File: src/rtl/fetch_unit_pkg.sv
// Shared types and sizing for the fetch front-end.
package fetch_unit_pkg;

  localparam int unsigned N               = 2;
  localparam int unsigned NUM_SCALAR_BITS = $clog2(N + 1);
  localparam int unsigned BLOCK_BYTES     = N * 4;
  localparam int unsigned OFF_W           = (N > 1) ? $clog2(N) : 1;
  localparam logic [31:0] BLOCK_MASK      = ~(32'(BLOCK_BYTES) - 32'd1);

  typedef struct packed {
    logic [31:0] inst;
    logic [31:0] PC;
    logic [31:0] NPC;
  } FETCH_PACKET;

  typedef enum logic [1:0] {
    REQ,
    WAIT,
    DELIVER,
    SQUASH
  } FETCH_STATE;

  // Block-aligned base address of the block containing pc.
  function automatic logic [31:0] block_addr(input logic [31:0] pc);
    return pc & BLOCK_MASK;
  endfunction

endpackage

File: src/rtl/fetch_unit_if.sv
// Redirect, I-cache and instruction-buffer signals of the fetch unit.
interface fetch_unit_if;
  import fetch_unit_pkg::*;

  logic                        restore_valid;
  logic [31:0]                 restore_pc;
  logic                        icache_req_valid;
  logic [31:0]                 icache_req_addr;
  logic                        icache_req_ready;
  logic                        icache_rsp_valid;
  logic [N*32-1:0]             icache_rsp_data;
  logic [NUM_SCALAR_BITS-1:0]  inst_buffer_spots;
  FETCH_PACKET [N-1:0]         inst_buffer_inputs;
  logic [NUM_SCALAR_BITS-1:0]  inst_valid;

  // Fetch unit side.
  modport master (
    input  restore_valid, restore_pc, icache_req_ready, icache_rsp_valid,
           icache_rsp_data, inst_buffer_spots,
    output icache_req_valid, icache_req_addr, inst_buffer_inputs, inst_valid
  );

  // Cache / buffer / branch-stack side.
  modport slave (
    output restore_valid, restore_pc, icache_req_ready, icache_rsp_valid,
           icache_rsp_data, inst_buffer_spots,
    input  icache_req_valid, icache_req_addr, inst_buffer_inputs, inst_valid
  );

endinterface

File: src/rtl/fetch_unit_slot_select.sv
// Maps the staged block, start offset and delivery count onto the output slots.
module fetch_slot_select
  import fetch_unit_pkg::*;
(
  input  logic [N*32-1:0]            staging_i,
  input  logic [31:0]                pc_i,
  input  logic [OFF_W-1:0]           offset_i,
  input  logic [NUM_SCALAR_BITS-1:0] count_i,
  output FETCH_PACKET [N-1:0]        slots_o
);

  // Slot k carries word offset+k; unused slots stay zero.
  always_comb begin
    int unsigned idx;
    idx     = 0;
    slots_o = '0;
    for (int unsigned k = 0; k < N; k++) begin
      if (k < 32'(count_i)) begin
        idx = 32'(offset_i) + k;
        if (idx < N) slots_o[k].inst = staging_i[idx*32 +: 32];
        slots_o[k].PC  = pc_i + 32'(k * 4);
        slots_o[k].NPC = pc_i + 32'(k * 4) + 32'd4;
      end
    end
  end

endmodule

File: src/rtl/fetch_unit.sv
// Sequential-PC fetch unit: one block request at a time, credit-limited delivery.
module fetch_unit
  import fetch_unit_pkg::*;
#(
  parameter logic [31:0] RESET_PC = 32'h0
) (
  input  logic          clock,
  input  logic          reset,
  fetch_unit_if.master  bus
);

  FETCH_STATE                  state_q, state_d;
  logic [31:0]                 pc_q, pc_d;
  logic [N*32-1:0]             staging_q, staging_d;
  logic                        req_valid;
  logic [OFF_W-1:0]            offset;
  logic [NUM_SCALAR_BITS-1:0]  avail;
  logic [NUM_SCALAR_BITS-1:0]  count;
  logic                        outstanding_after;

  assign offset = pc_q[OFF_W+1:2];
  assign avail  = NUM_SCALAR_BITS'(N) - NUM_SCALAR_BITS'(offset);

  // Next-state, PC advance and delivery count; restore overrides, reset masks outputs.
  always_comb begin
    state_d           = state_q;
    pc_d              = pc_q;
    staging_d         = staging_q;
    req_valid         = 1'b0;
    count             = '0;
    outstanding_after = 1'b0;

    case (state_q)
      REQ: begin
        req_valid = 1'b1;
        if (bus.icache_req_ready) state_d = WAIT;
      end
      WAIT: begin
        if (bus.icache_rsp_valid) begin
          state_d   = DELIVER;
          staging_d = bus.icache_rsp_data;
        end
      end
      DELIVER: begin
        count = (bus.inst_buffer_spots < avail) ? bus.inst_buffer_spots : avail;
        pc_d  = pc_q + (32'(count) << 2);
        if (count == avail) state_d = REQ;
      end
      SQUASH: begin
        if (bus.icache_rsp_valid) state_d = REQ;
      end
      default: state_d = REQ;
    endcase

    // A request accepted in the restore cycle is stale, so it must be squashed too.
    if (bus.restore_valid) begin
      outstanding_after = ((state_q == WAIT || state_q == SQUASH) && !bus.icache_rsp_valid)
                        || (state_q == REQ && bus.icache_req_ready);
      count     = '0;
      pc_d      = bus.restore_pc;
      staging_d = staging_q;
      state_d   = outstanding_after ? SQUASH : REQ;
    end

    if (!reset) begin
      req_valid = 1'b0;
      count     = '0;
    end
  end

  // State, PC and staging registers with synchronous active-low reset.
  always_ff @(posedge clock) begin
    if (!reset) begin
      state_q   <= REQ;
      pc_q      <= RESET_PC;
      staging_q <= '0;
    end else begin
      state_q   <= state_d;
      pc_q      <= pc_d;
      staging_q <= staging_d;
    end
  end

  assign bus.icache_req_valid = req_valid;
  assign bus.icache_req_addr  = block_addr(pc_q);
  assign bus.inst_valid       = count;

  fetch_slot_select u_slot_select (
    .staging_i (staging_q),
    .pc_i      (pc_q),
    .offset_i  (offset),
    .count_i   (count),
    .slots_o   (bus.inst_buffer_inputs)
  );

endmodule

File: src/flat_wrapper.sv
// flat-port wrapper written by rule: the top's interface ports become plain ports
module fetch_unit_flat import fetch_unit_pkg::*;
#(
  parameter logic [31:0] RESET_PC = 32'h0
)
  (clock, reset, bus_restore_valid, bus_restore_pc, bus_icache_req_ready, bus_icache_rsp_valid, bus_icache_rsp_data, bus_inst_buffer_spots, bus_icache_req_valid, bus_icache_req_addr, bus_inst_buffer_inputs, bus_inst_valid);
  fetch_unit_if bus_i ();
  input  logic clock;
  input  logic reset;
  input wire logic [$bits(bus_i.restore_valid)-1:0] bus_restore_valid;
  input wire logic [$bits(bus_i.restore_pc)-1:0] bus_restore_pc;
  input wire logic [$bits(bus_i.icache_req_ready)-1:0] bus_icache_req_ready;
  input wire logic [$bits(bus_i.icache_rsp_valid)-1:0] bus_icache_rsp_valid;
  input wire logic [$bits(bus_i.icache_rsp_data)-1:0] bus_icache_rsp_data;
  input wire logic [$bits(bus_i.inst_buffer_spots)-1:0] bus_inst_buffer_spots;
  output wire logic [$bits(bus_i.icache_req_valid)-1:0] bus_icache_req_valid;
  output wire logic [$bits(bus_i.icache_req_addr)-1:0] bus_icache_req_addr;
  output wire logic [$bits(bus_i.inst_buffer_inputs)-1:0] bus_inst_buffer_inputs;
  output wire logic [$bits(bus_i.inst_valid)-1:0] bus_inst_valid;
  assign bus_i.restore_valid = bus_restore_valid;
  assign bus_i.restore_pc = bus_restore_pc;
  assign bus_i.icache_req_ready = bus_icache_req_ready;
  assign bus_i.icache_rsp_valid = bus_icache_rsp_valid;
  assign bus_i.icache_rsp_data = bus_icache_rsp_data;
  assign bus_i.inst_buffer_spots = bus_inst_buffer_spots;
  assign bus_icache_req_valid = bus_i.icache_req_valid;
  assign bus_icache_req_addr = bus_i.icache_req_addr;
  assign bus_inst_buffer_inputs = bus_i.inst_buffer_inputs;
  assign bus_inst_valid = bus_i.inst_valid;
  fetch_unit #(.RESET_PC(RESET_PC)) u_core (.clock(clock), .reset(reset), .bus(bus_i));
endmodule
File: config.mk
export PLATFORM = sky130hd
export DESIGN_NAME = fetch_unit_flat
export DESIGN_NICKNAME = d
export VERILOG_FILES = /design/src/rtl/fetch_unit_pkg.sv /design/src/rtl/fetch_unit_if.sv /design/src/rtl/fetch_unit_slot_select.sv /design/src/rtl/fetch_unit.sv /design/src/flat_wrapper.sv
export SDC_FILE = /design/constraint.sdc
export NUM_CORES = 1
export LEC_CHECK = 0
export ABC_AREA = 1
export CAP_MARGIN = 20
export CORE_MARGIN = 5
export CORE_UTILIZATION = 35
export DETAILED_ROUTE_END_ITERATION = 10
export PLACE_DENSITY = 0.78
export SKIP_CTS_REPAIR_TIMING = 1
export SYNTH_ARGS = -nofsm -noshare
export SYNTH_HDL_FRONTEND = slang
export SYNTH_SLANG_ARGS = --single-unit
File: constraint.sdc
create_clock -name clock -period 6.7 [get_ports clock]
set_input_delay 1.675 -clock clock [delete_from_list [all_inputs] [get_ports clock]]
set_output_delay 1.675 -clock clock [all_outputs]
set_load 0.1 [all_outputs]
Word-level counts from Yosys, hierarchy flattened
Index checks and enable logic that the tools add are counted.
Widths: inputs -> output; s select.
Storage, ports and cells
  register bits after elaboration: 98
  output and inout bits: 227
  word-level logic and storage cells: 52
Operators by class
  $add $sub $neg: 5
  order comparisons: 5
  equality and inequality tests: 8
  shift operators: 2
  multiplexer cells: 19
  bitwise gates (word level): 1
  reduce and logical (&&, ||, !) cells: 9
Operators by type and width (count)
  $mux 96: 2
  $mux 32: 4
  $add 32x3->32 const B: 2
  $shiftx 64x7->32: 1
  $shiftx 64x8->32: 1
  $add 32x4->32: 1
  $mux 2: 10
  $ne 3x3->1 const B: 3
  $pmux 2 s4: 1
  $eq 2x2->1 const B: 2
  $lt 1x2->1 const A: 2
  $reduce_and 4->1: 1
  $ne 3x2->1 const B: 1
  $reduce_and 3->1: 1
  $add 1x1->2 const B: 1
  $eq 2x1->1 const B: 1
  $eq 2x2->1: 1
  $logic_and 1x1->1: 2
  $logic_not 2->1: 1
  $logic_or 1x1->1: 2
  $lt 1x2->1 const B: 1
  $lt 2x2->1: 1
  $lt 2x2->1 const B: 1
  $mux 1: 2
  4 further kinds: 4

Logic depth before layout (Yosys ltp)
  word-level depth: 8
  gate-level depth with buffers: 17
  gate-level depth less buffers: 17

Cells and area by module
A second synthesis with hierarchy kept.
Unflattened totals
  cells, all modules: 1439
  area, all modules: 8080.2 µm²
Modules (own cells, without submodules)
  fetch_unit: times used 1, cells each 694, area each 4729.5 µm², sequential area each 1961.9 µm²
  fetch_slot_select: times used 1, cells each 745, area each 3350.7 µm², sequential area each 0.0 µm²

Worst setup path before layout
No wires, ideal clock.
  kind: input-to-output
  from: input bus_restore_valid
  to: output bus_inst_buffer_inputs[65]
  arrival: 7817 ps
  path slack: -2792 ps
  stages: 9
  buffers on the path: 2
  cells stage by stage: clkbuf_1 -> nor2_1 -> nand2_1 -> nor2_1 -> nor2_1 -> nor2_1 -> inv_1 -> clkbuf_1 -> o21ai_0
Between the ends
  longest elaborated chain between the ends: 4
RTL lines
  start: declaration: line flat_wrapper.sv:10  | input wire logic [$bits(bus_i.restore_valid)-1:0] bus_restore_valid;
  $mux 2: line fetch_unit.sv:56  | if (bus.restore_valid) begin
  $mux 2: line fetch_unit.sv:65  | if (!reset) begin
  net bus_inst_valid[0]: line flat_wrapper.sv:19  | output wire logic [$bits(bus_i.inst_valid)-1:0] bus_inst_valid;
  $lt 1x2->1: line fetch_unit_slot_select.sv:18  | if (k < 32'(count_i)) begin
  $mux 96: line fetch_unit_slot_select.sv:18
  end: declaration: line flat_wrapper.sv:18  | output wire logic [$bits(bus_i.inst_buffer_inputs)-1:0] bus_inst_buffer_inputs;
The timed path passes the listed nets, and every way through them passes these cells.

Final worst setup path
  from: input bus_inst_buffer_spots[1]
  to: output bus_inst_buffer_inputs[103]
Between the ends
  longest elaborated chain between the ends: 7
RTL lines
  start: declaration: line flat_wrapper.sv:15  | input wire logic [$bits(bus_i.inst_buffer_spots)-1:0] bus_inst_buffer_spots;
  $lt 2x2->1: line fetch_unit.sv:45  | count = (bus.inst_buffer_spots < avail) ? bus.inst_buffer_spots : avail;
  $mux 2 *: line fetch_unit.sv:45
  $mux 2 *: line fetch_unit.sv:33  | case (state_q)
  $mux 2 *: line fetch_unit.sv:56
  $mux 2 *: line fetch_unit.sv:65
  $lt 1x2->1 *: line fetch_unit_slot_select.sv:18
  $mux 96 *: line fetch_unit_slot_select.sv:18
Mark *: on every way between the ends. The rest lies on a longest branch, timed or not.

==> results by group <==
Clocking
  • CTS tree: yes
  • CTS max path bufs: 2
  • Clk_lat worst skew: 0.35 ns
  • CTS Buf Count: 9
  • Root buffer cell: clkbuf_16
  • Clk slew on worst S/H paths: 0.08 ns
  • H-tree depth: 3
  • Sink Count: 98

Floorplan
  • Full die area: 24200 sq um
  • Die Wd: 156 microns
  • Boundary Pins: 330
  • Die height: 156 microns
  • Core Rows: 53
  • Core Region: 21000 sq um
  • Initial Utilization: 35.4%

Critical path
  • Worst EP arrival: 4.41 ns
  • Reg2Reg Setup Slack: 3.58 ns
  • Nature of the critical path endpoint: primary output
  • Crit path max fanout: 40
  • CP startpoint kind: primary input
  • Critical R2R Capture: u_core.pc_q[16]
  • R2r startpoint: u_core.pc_q[2]
  • R2R depth: 13
  • Critical path class: primary input to primary output
  • Critical Path RT: 5.03 ns

STA
  • Tcrit/Tclk final: 90.8%
  • Worst Max-Slew Pin Slew: 1.07 ns
  • Worst Skew: 0.00909 ns
  • Max Slew Vio Count: 0
  • Fmax: 0.164 GHz
  • Period minus WS final: 6.08 ns
  • Sum Neg Setup Slack: 0 ns
  • Unrepaired setup endpoints after global routing: false
  • Fin Hold WS: 0.507 ns
  • Rel. slew slack: 28.5%
  • Final hold viol count: 0
  • Final setup violation count: 0

Hold path
  • Hold endpoint: u_core.staging_q[57]
  • Worst Hold Class: register to register
  • Hold_sp: u_core.staging_q[57]
  • WHS Path Cells: 2

Finish
  • Final nets: 1648
  • # fillers: 1865
  • Post-route design area: 13000 sq um
  • Fraction of layout instances using a drive strength above 1: 21.4%
  • Area Growth Syn to Fin: 75.7%

Placed design
  • Port Buffer Count: 325
  • Placed Area: 12800 sq um
  • GP Congestion: 0.963
  • DP HPWL: 27100 microns

Run
  • Max Cap Viol: 0

Routing
  • DRT Pass-1 Iters: 5
  • Total Wirelength: 33800 microns
  • Wire length on met3: 3660 microns
  • Top Metal Used: met4
  • Met2 wire len: 16700 microns
  • Via/cell ratio: 5.14
  • Final ANT Viol Nets: 0
  • Remaining DRCs: 0
  • Via count of the routed design: 9366
  • DRT iter0 DRCs: 709
  • Met1 wire length: 12200 microns
  • Routed wire per std cell: 18.6 microns

Synthesis
  • Avg Cell Area, Syn: 5.81 sq um
  • Post-synthesis register bit count: 98
  • Mapped Area: 7420 sq um
  • Async set-reset flop share out of synthesis: 0%
  • EDFF count, synth: 0
  • Cells after Synth: 1277
  • Warnings, synthesis: 0
  • Dominant register cell in the synthesized netlist: dfxtp_1
  • Register area share after synthesis: 26.4%
  • Distinct cell type count of the synthesized netlist: 38

Global routing
  • First-pass GRT wire length: 51100 microns
  • Largest net degree at the start of global routing: 78
  • Total GRT Usage: 26.8%
  • Total gr overflow: 0
  • Number of global-route vias before repair: 9093
  • Initial antenna violation count: 1

Power and ir drop
  • Max VDD drop: 0.000126 V
  • P per Cell Area: 127 nW/um^2
  • Cell leakage power: 5.04 nW
  • Power, Total: 1.65 mW

Outcome
  • Status: complete, no violations
-- stage by stage --
step	worst slack [ns]	utilization (%)	instances
6_report	0.619	62.3	1821
2_1_floorplan	-0.154	-	1280
4_1_cts	0.616	62.2	1820
3_3_place_gp	0.747	60.9	1804
3_5_place_dp	0.632	60.9	1804
5_1_grt	0.367	62.3	1821
-- state kept, by name, summed over array words and instances, names as in the netlist --
name and flops:
u_core.pc_q 32, u_core.staging_q 64, u_core.state_q 2
-- cell usage after synthesis, types with 4 or more instances --
master    instances  area, sq um
buf_2             8         40.0
dfxtp_1          98         1960
clkinv_1          4         15.0
buf_4            37          278
nand3_1          49          245
nor3_1           12         60.1
inv_1           131          492
nor2_2           11         68.8
nor2_4           10          113
o21ai_0         134          671
o21ai_1           8         40.0
buf_1             4         15.0
nand2_4           4         45.0
xor2_1           25          219
inv_2            10         37.5
a21oi_1          52          260
nand2_2          14         87.6
ha_1              4         50.1
nand4_1           8         50.1
nand2_1         285         1070
nor2_1          287         1080
a31oi_1          18          113
clkbuf_1         41          154
-- placed cells by master (no fill, tap or decap), drive strengths merged, types with 12 or more instances in the layout --
cell,instances
nand3,55
a31oi,18
inv,145
buf,209
xor2,25
dfxtp,98
nor2,311
a21oi,52
o21ai,142
nand2,303
clkdlybuf4s50,130
nor3,12
-- final cells by class --
type | instances | area (sq um) | area share [%]
clock inverter | 7 | 60.1 | 0.460
tap | 275 | 344 | 2.64
multi-input combinational | 947 | 4630 | 35.5
inverter | 145 | 544 | 4.17
timing repair buffer | 339 | 5280 | 40.5
antenna | 1 | 2.50 | 0.0192
clock buffer | 9 | 225 | 1.73
sequential | 98 | 1960 | 15.0
-- kinds of logic after synthesis --
group / after synthesis / share of synthesized area, %
buffers and inverters: 235 / 13.9
adder cells (fa/ha/maj): 5 / 0.944
AND/OR/NAND/NOR: 690 / 39.9
XOR/XNOR: 25 / 2.95
other: 1 / 0.0505
AO/OA/AOI/OAI: 223 / 15.8
flip-flops: 98 / 26.4
-- per-layer routing --
layer	track usage, %	vias to the layer above
li1	-	4499
met1	29.8	4312
met2	47.9	483
met3	8.46	72
met4	9.75	0
met5	0	-
-- where the power goes --
part / switching [mW] / internal, mW / leakage [nW] / total (mW)
Sequential: 0.0366 / 0.613 / 0.799 / 0.649
Combinational: 0.327 / 0.146 / 4.09 / 0.473
Clock: 0.269 / 0.260 / 0.143 / 0.529
-- worst max-delay path: stages --
cell and delay [ns]:
clkdlybuf4s50_1 0.46, inv_1 0.06, nor2_1 0.17, inv_1 0.12, nor2_1 0.31, inv_2 0.41
buf_4 0.38, nor2_1 0.33, nand2_1 0.09, o21ai_1 0.16, buf_12 0.21
-- worst max path at each step --
stage / startpoint / depth (start not counted) / end / slack [ns]
floorplan: bus_restore_valid / 9 / bus_inst_buffer_inputs[125] / -0.15
global placement: bus_inst_buffer_spots[1] / 11 / bus_inst_buffer_inputs[104] / 0.75
detailed placement: bus_inst_buffer_spots[1] / 11 / bus_inst_buffer_inputs[104] / 0.63
CTS: bus_inst_buffer_spots[1] / 11 / bus_inst_buffer_inputs[103] / 0.62
global route: bus_inst_buffer_spots[1] / 11 / bus_inst_buffer_inputs[104] / 0.37
finish: bus_inst_buffer_spots[1] / 11 / bus_inst_buffer_inputs[103] / 0.62
(Power assumes the default switching activity.)
